$ cat src/rtl/instr_aligner.sv
// Instruction aligner: cuts 16-bit (RVC) and 32-bit (RVI) instructions out of
// a stream of 32-bit fetch words. A leftover halfword is kept when an
// instruction straddles two words. One registered instruction per cycle
// goes to the decoder over a valid/ready output.
module instr_aligner (
  input  logic        s_clk_i,
  input  logic        s_reset_i,
  input  logic        s_flush_i,
  input  logic        s_wvalid_i,
  input  logic [31:0] s_word_i,
  input  logic [30:0] s_waddr_i,
  input  logic [2:0]  s_werror_i,
  output logic        s_pop_o,
  output logic        s_valid_o,
  input  logic        s_ready_i,
  output logic [31:0] s_instr_o,
  output logic [30:0] s_pc_o,
  output logic [2:0]  s_fetch_error_o,
  output logic        s_align_error_o
);

  // Fetch error encoding: FETCH_VALID is 0. Other codes, including the
  // incomplete-fetch code, pass through unchanged.
  localparam logic [2:0] FETCH_VALID = 3'b000;

  // EMPTY: no leftover. HALF: hw_q holds a halfword that has not been emitted.
  typedef enum logic {EMPTY, HALF} state_t;

  state_t      state_q, state_d;
  logic [15:0] hw_q, hw_d;
  logic [30:0] hw_pc_q, hw_pc_d;
  logic [2:0]  hw_err_q, hw_err_d;

  logic        adv, pop, emit;
  logic [31:0] instr_d;
  logic [30:0] pc_d;
  logic [2:0]  ferr_d;
  logic        aerr_d;
  logic [15:0] lo, hi;

  function automatic logic is_rvc(input logic [15:0] h);
    return h[1:0] != 2'b11;
  endfunction

  assign adv = ~s_valid_o | s_ready_i;
  assign lo  = s_word_i[15:0];
  assign hi  = s_word_i[31:16];

  // The word is consumed only if the output register can advance and no
  // flush or reset is active in this cycle.
  assign s_pop_o = pop & adv & ~s_flush_i & ~s_reset_i;

  // Next-state logic: chooses what to emit, whether to consume the word, and
  // what stays behind as the leftover halfword.
  always_comb begin
    state_d  = state_q;
    hw_d     = hw_q;
    hw_pc_d  = hw_pc_q;
    hw_err_d = hw_err_q;
    pop      = 1'b0;
    emit     = 1'b0;
    instr_d  = s_instr_o;
    pc_d     = s_pc_o;
    ferr_d   = s_fetch_error_o;
    aerr_d   = s_align_error_o;
    unique case (state_q)
      EMPTY: begin
        if (s_wvalid_i) begin
          pop    = 1'b1;
          ferr_d = s_werror_i;
          aerr_d = 1'b0;
          pc_d   = s_waddr_i;
          if (!s_waddr_i[0]) begin
            emit = 1'b1;
            if (is_rvc(lo)) begin
              instr_d  = {16'h0, lo};
              state_d  = HALF;
              hw_d     = hi;
              hw_pc_d  = s_waddr_i + 31'd1;
              hw_err_d = s_werror_i;
            end else begin
              instr_d = s_word_i;
            end
          end else if (is_rvc(hi)) begin
            emit    = 1'b1;
            instr_d = {16'h0, hi};
          end else begin
            // Entered at the upper half of the word and the upper half starts a
            // 32-bit instruction: keep it and wait for the next word.
            state_d  = HALF;
            hw_d     = hi;
            hw_pc_d  = s_waddr_i;
            hw_err_d = s_werror_i;
          end
        end
      end
      HALF: begin
        if (is_rvc(hw_q)) begin
          // A compressed leftover goes out first. The incoming word waits.
          emit    = 1'b1;
          instr_d = {16'h0, hw_q};
          pc_d    = hw_pc_q;
          ferr_d  = hw_err_q;
          aerr_d  = 1'b0;
          state_d = EMPTY;
        end else if (s_wvalid_i) begin
          pop     = 1'b1;
          emit    = 1'b1;
          instr_d = {lo, hw_q};
          pc_d    = hw_pc_q;
          if (!s_waddr_i[0]) begin
            ferr_d   = (hw_err_q != FETCH_VALID) ? hw_err_q : s_werror_i;
            aerr_d   = 1'b0;
            hw_d     = hi;
            hw_pc_d  = s_waddr_i + 31'd1;
            hw_err_d = s_werror_i;
          end else begin
            // The stream broke in the middle of a straddling instruction.
            ferr_d   = FETCH_VALID;
            aerr_d   = 1'b1;
            state_d  = EMPTY;
            hw_d     = '0;
            hw_pc_d  = '0;
            hw_err_d = FETCH_VALID;
          end
        end
      end
      default: ;
    endcase
  end

  // State and output register. Reset and flush both clear to the same state.
  // Everything holds while the decoder stalls.
  always_ff @(posedge s_clk_i) begin
    if (s_reset_i || s_flush_i) begin
      state_q         <= EMPTY;
      hw_q            <= '0;
      hw_pc_q         <= '0;
      hw_err_q        <= FETCH_VALID;
      s_valid_o       <= 1'b0;
      s_instr_o       <= '0;
      s_pc_o          <= '0;
      s_fetch_error_o <= FETCH_VALID;
      s_align_error_o <= 1'b0;
    end else if (adv) begin
      state_q         <= state_d;
      hw_q            <= hw_d;
      hw_pc_q         <= hw_pc_d;
      hw_err_q        <= hw_err_d;
      s_valid_o       <= emit;
      s_instr_o       <= instr_d;
      s_pc_o          <= pc_d;
      s_fetch_error_o <= ferr_d;
      s_align_error_o <= aerr_d;
    end
  end

endmodule
$ cat config.mk
export PLATFORM = sky130hd
export DESIGN_NAME = instr_aligner
export DESIGN_NICKNAME = d
export VERILOG_FILES = /design/src/rtl/instr_aligner.sv
export SDC_FILE = /design/constraint.sdc
export NUM_CORES = 1
export LEC_CHECK = 0
export ABC_AREA = 1
export ABC_CLOCK_PERIOD_IN_PS = 4660
export BUFFER_PORTS_ARGS = -buffer_cell sky130_fd_sc_hd__buf_2
export CAP_MARGIN = 15
export CORE_MARGIN = 2
export CORE_UTILIZATION = 50
export DETAILED_ROUTE_END_ITERATION = 6
export PLACE_DENSITY = 0.85
export SYNTH_ARGS = -nofsm -noshare
export SYNTH_HDL_FRONTEND = slang
export SYNTH_SLANG_ARGS = --single-unit
$ cat constraint.sdc
create_clock -name s_clk_i -period 4.66 [get_ports s_clk_i]
set_clock_uncertainty 0.2 [all_clocks]
set_input_delay 1.398 -clock s_clk_i [delete_from_list [all_inputs] [get_ports s_clk_i]]
set_output_delay 1.398 -clock s_clk_i [all_outputs]
set_load 0.01 [all_outputs]
Yosys cells after proc, flatten, opt, wreduce, memory -nomap -nowiden
Cells that the tools add are included.
{ "word_totals": {"out_inout_bits": 69, "input_bits": 71, "reg_bits": 119} }
{ "classes": {"n_bitwise": 8, "n_mux": 62, "n_eq_ne": 10, "addsub": 1, "n_reduce_logical": 5} }
{ "op_table": {"columns": ["operator", "n"], "rows": [
  ["$mux 31", 10],
  ["$mux 32", 6],
  ["$pmux 31 s2", 2],
  ["$mux 16", 7],
  ["$pmux 32 s2", 1],
  ["$mux 3", 12],
  ["$pmux 16 s2", 1],
  ["$add 31x1->31 const B", 1],
  ["$mux 1", 17],
  ["$ne 2x2->1 const B", 6],
  ["$pmux 3 s2", 2],
  ["$ne 3x3->1 const B", 3],
  ["$pmux 1 s2", 4],
  ["$reduce_and 6->1", 1],
  ["$not 1->1", 4],
  ["$reduce_and 4->1", 1],
  ["$and 1x1->1", 3],
  ["$ne 3x2->1 const B", 1],
  ["$reduce_and 3->1", 1],
  ["$reduce_bool 3->1", 1],
  ["$logic_or 1x1->1", 1],
  ["$or 1x1->1", 1]
]} }

Logic depth before layout (Yosys ltp)
{ "logic_depth": {"depth_word": 6, "depth_mapped": 10} }

Least setup slack after synthesis
No wires, ideal clock.
{ "synth_timing": {"kind": "input-to-output", "startpoint": "in s_flush_i", "endpoint": "out s_pop_o", "path_stages": 3, "t_required_ns": 3.062, "path_slack_ns": 0.992, "arrival_ns": 2.070, "path_cell_list": "nor2_2 > clkinv_1 > nor3_1"} }
{ "synth_via": {"elab_chain_len": 3} }
{ "synth_rtl": {"columns": ["item", "line_no", "source"], "rows": [
  ["start, declared", "8", "input logic s_flush_i,"],
  ["$not 1->1", "51", "assign s_pop_o = pop & adv & ~s_flush_i & ~s_reset_i;"],
  ["$and 1x1->1 (2 in a row)", "51", null],
  ["end, declared", "13", "output logic s_pop_o,"]
]} }
Every way passes these cells.

Final worst setup path
{ "layout_timing": {"startpoint": "in s_ready_i", "endpoint": "out s_pop_o"} }
{ "layout_via": {"elab_chain_len": 4} }
{ "layout_rtl": {"columns": ["item", "line_no", "source"], "rows": [
  ["start, declared", "15", "input logic s_ready_i,"],
  ["$or 1x1->1", "45", "assign adv = ~s_valid_o | s_ready_i;"],
  ["$and 1x1->1 (3 in a row)", "51", null]
]} }
Every way passes these cells.

==> run_results.csv <==
group,metric,value,unit
outcome,run_status,"finished, final reports clean",
final_layout,nets,1011,
floorplanning,num_io_pins,140,
synth,syn_area,5830,sq um
global_routing,first_global_vias,5428,
clock_network,cts_sinks,119,
clock_network,cts_buffers,17,
floorplanning,rows,39,
job,drv_cap,0,
worst_setup_path,critPathMaxFanout,4,
worst_setup_path,ff2ff_setup_slack,2030,ps
sta,setup_ws,839,ps
final_layout,fin_area,6920,sq um
floorplanning,fp.dieH,112,um
floorplanning,start_util,51.0,%
routing,via_per_inst,5.38,
sta,hold_viol_final,0,
sta,setup_violations,0,
final_layout,fin_util,60.6,%
sta,min_period,3820,ps
routing,wl_per_cell,14.1,um
routing,drc,0,
sta,grt_setup_unrepaired,"no",
place,pre_cts_slack,841,ps
global_routing,grt_max_degree,115,
power,p_per_area,395,nW/um^2
worst_setup_path,cpPeakStageDelay,230,ps
final_layout,layout_commonest_cell,"nand2_1",
worst_setup_path,worst_ep_required_time,3060,ps
synth,ys_seq_elements,119,
place,gp_congestion,0.831,
final_layout,area_delta_synth_final,18.7,%
synth,synth_warnings,0,
worst_setup_path,critPathLaunchType,"primary input",
clock_network,postCtsSetupBuffers,0,
worst_setup_path,end_kind,"output pin",
synth,seq_area_frac_synth,40.9,%
synth,synthCells,843,
sta,finalCritPeriodShare,82.0,%
clock_network,postCtsHoldBufs,0,
clock_network,worst_skew_pair.late_latency,410,ps
routing,wirelength,15.5,mm
final_layout,mostFrequentLayoutCells,"nand2_1 (176), buf_2 (139), o21ai_0 (121)",
clock_network,htreeDepth,4,
place,place_area,6330,sq um
place,portBuffers,139,
global_routing,overflow,0,
clock_network,clockBufferDepth,2,
sta,drv_slew,0,
sta,worstMarginPinSlew,1000,ps
worst_setup_path,arrival,2220,ps
power,vdd.ir_drop.worst,0.000305,V
worst_setup_path,crit_family,"simple AND/OR/NAND/NOR gates",
worst_setup_path,reg2reg_from,"hw_q[0]$_SDFFE_PP0P_",
synth,avgSynthCellArea,6.91,sq um
routing,drtIter0Drc,555,
place,dp_cells,1064,
final_layout,drive_gt1_share,20.9,%
worst_setup_path,crit_top_cell,"buf_2",
sta,slew_headroom,33.1,%
floorplanning,core,11400,sq um
floorplanning,fp.dieW,112,um
power,power_leakage,3.15,nW
clock_network,cts_tree,"built",
worst_setup_path,critPathSlowestCell,"nor3_1",
routing,postRouteAntennaNets,0,
global_routing,grt_pass1_wl,25.5,mm
routing,firstDrtPassIters,5,
final_layout,finalNonFillerCells,1097,
final_layout,fillers,1057,
global_routing,grt_antenna_before_repair,0,
sta,setup_tns,0,ps
worst_setup_path,crit_buf_inv,3,
place,detailed_place_hpwl,8.99,mm
worst_setup_path,critPathLaunch,"s_ready_i",
clock_network,cts_root_buf,"clkbuf_16",
clock_network,clk_pin_slew,50,ps
hold_path,hold_class,"reg2reg",
synth,syn_nets,914,
sta,max_freq,262,MHz
worst_setup_path,worstSetupPathType,"in2out",
global_routing,grt_use_total,24.8,%
floorplanning,die_area,12500,sq um
synth,synthDistinctLibCells,30,
hold_path,hold_start,"s_instr_o[0]$_SDFFE_PP0P_",
routing,via_count,5901,
clock_network,post_cts_resize_count,0,
worst_setup_path,crit_chain,"buf_2, inv_1, nand2_2, nand2_1, nor3_1, buf_2",
[cells in the mapped netlist, drive strengths merged]
cell,n,area [sq um]
clkbuf,24,90.1
nand3b,3,22.5
nand2,183,719
buf,43,337
nor2,130,546
nor3,2,10.0
o21ai,127,636
nand4,3,25.0
nand3,66,330
a21boi,17,128
a21oi,84,428
o211a,1,10.0
o211ai,1,7.51
dfxtp,119,2380
clkinv,1,3.75
inv,39,154
[sequential cells by signal, indices dropped and copies added, names as in the netlist]
name and count:
hw_err_q 3, hw_pc_q 31, hw_q 16, s_align_error_o 1
s_fetch_error_o 3, s_instr_o 32, s_pc_o 31, s_valid_o 1
state_q 1
[where the power goes]
part	internal [mW]	switching [mW]	total [mW]
clock network	0.850	0.449	1.30
registers	1.06	0.0215	1.08
logic	0.114	0.235	0.350
total	2.02	0.706	2.73
[worst paths after layout]
| kind | to | depth (start not counted) |
|---|---|---|
| worst max-delay path | s_pop_o | 6 |
| worst min-delay path | s_instr_o[0]$_SDFFE_PP0P_ | 2 |
| worst max register to register | s_fetch_error_o[2]$_SDFFE_PP0P_ | 7 |
| worst min register to register | s_instr_o[0]$_SDFFE_PP0P_ | 2 |
[worst min-delay path, cell delays in order (launching register included)]
cell and delay, ps:
dfxtp_1 300, inv_1 60, a21oi_2 40
[area by class of cell]
| type | instances | area (sq um) | share of cell area [%] |
|---|---|---|---|
| Multi-Input combinational cell | 617 | 2870 | 41.5 |
| Tap cell | 143 | 179 | 2.59 |
| Clock buffer | 23 | 458 | 6.62 |
| Clock inverter | 9 | 125 | 1.81 |
| Antenna cell | 1 | 2.50 | 0.0362 |
| Inverter | 40 | 158 | 2.28 |
| Timing Repair Buffer | 145 | 741 | 10.7 |
| Sequential cell | 119 | 2390 | 34.5 |
[stage by stage]
stage	total power, mW	hold WS [ps]
global route	2.84	276
CTS	2.75	252
floorplan	1.36	239
detailed placement	1.45	244
global placement	1.44	246
finish	2.73	250
[kinds of logic (layout without fill, tap and decap cells)]
logic type / after synthesis / after routing / share of synthesized area [%]
AND/OR/NAND/NOR: 387 / 387 / 28.4
AO/OA/AOI/OAI: 230 / 230 / 20.7
flip-flops: 119 / 119 / 40.9
buffers and inverters: 107 / 217 / 10.0
other: 0 / 1 / 0
[layer usage]
layer / GRT usage [%] / up-vias / share of wire [%]
li1: - / 2950 / -
met1: 30.7 / 2688 / 42
met2: 41.3 / 245 / 48
met3: 7.02 / 18 / 8.7
met4: 9.19 / 0 / 1.1
met5: 0 / - / 0
(Power assumes the default switching activity.)
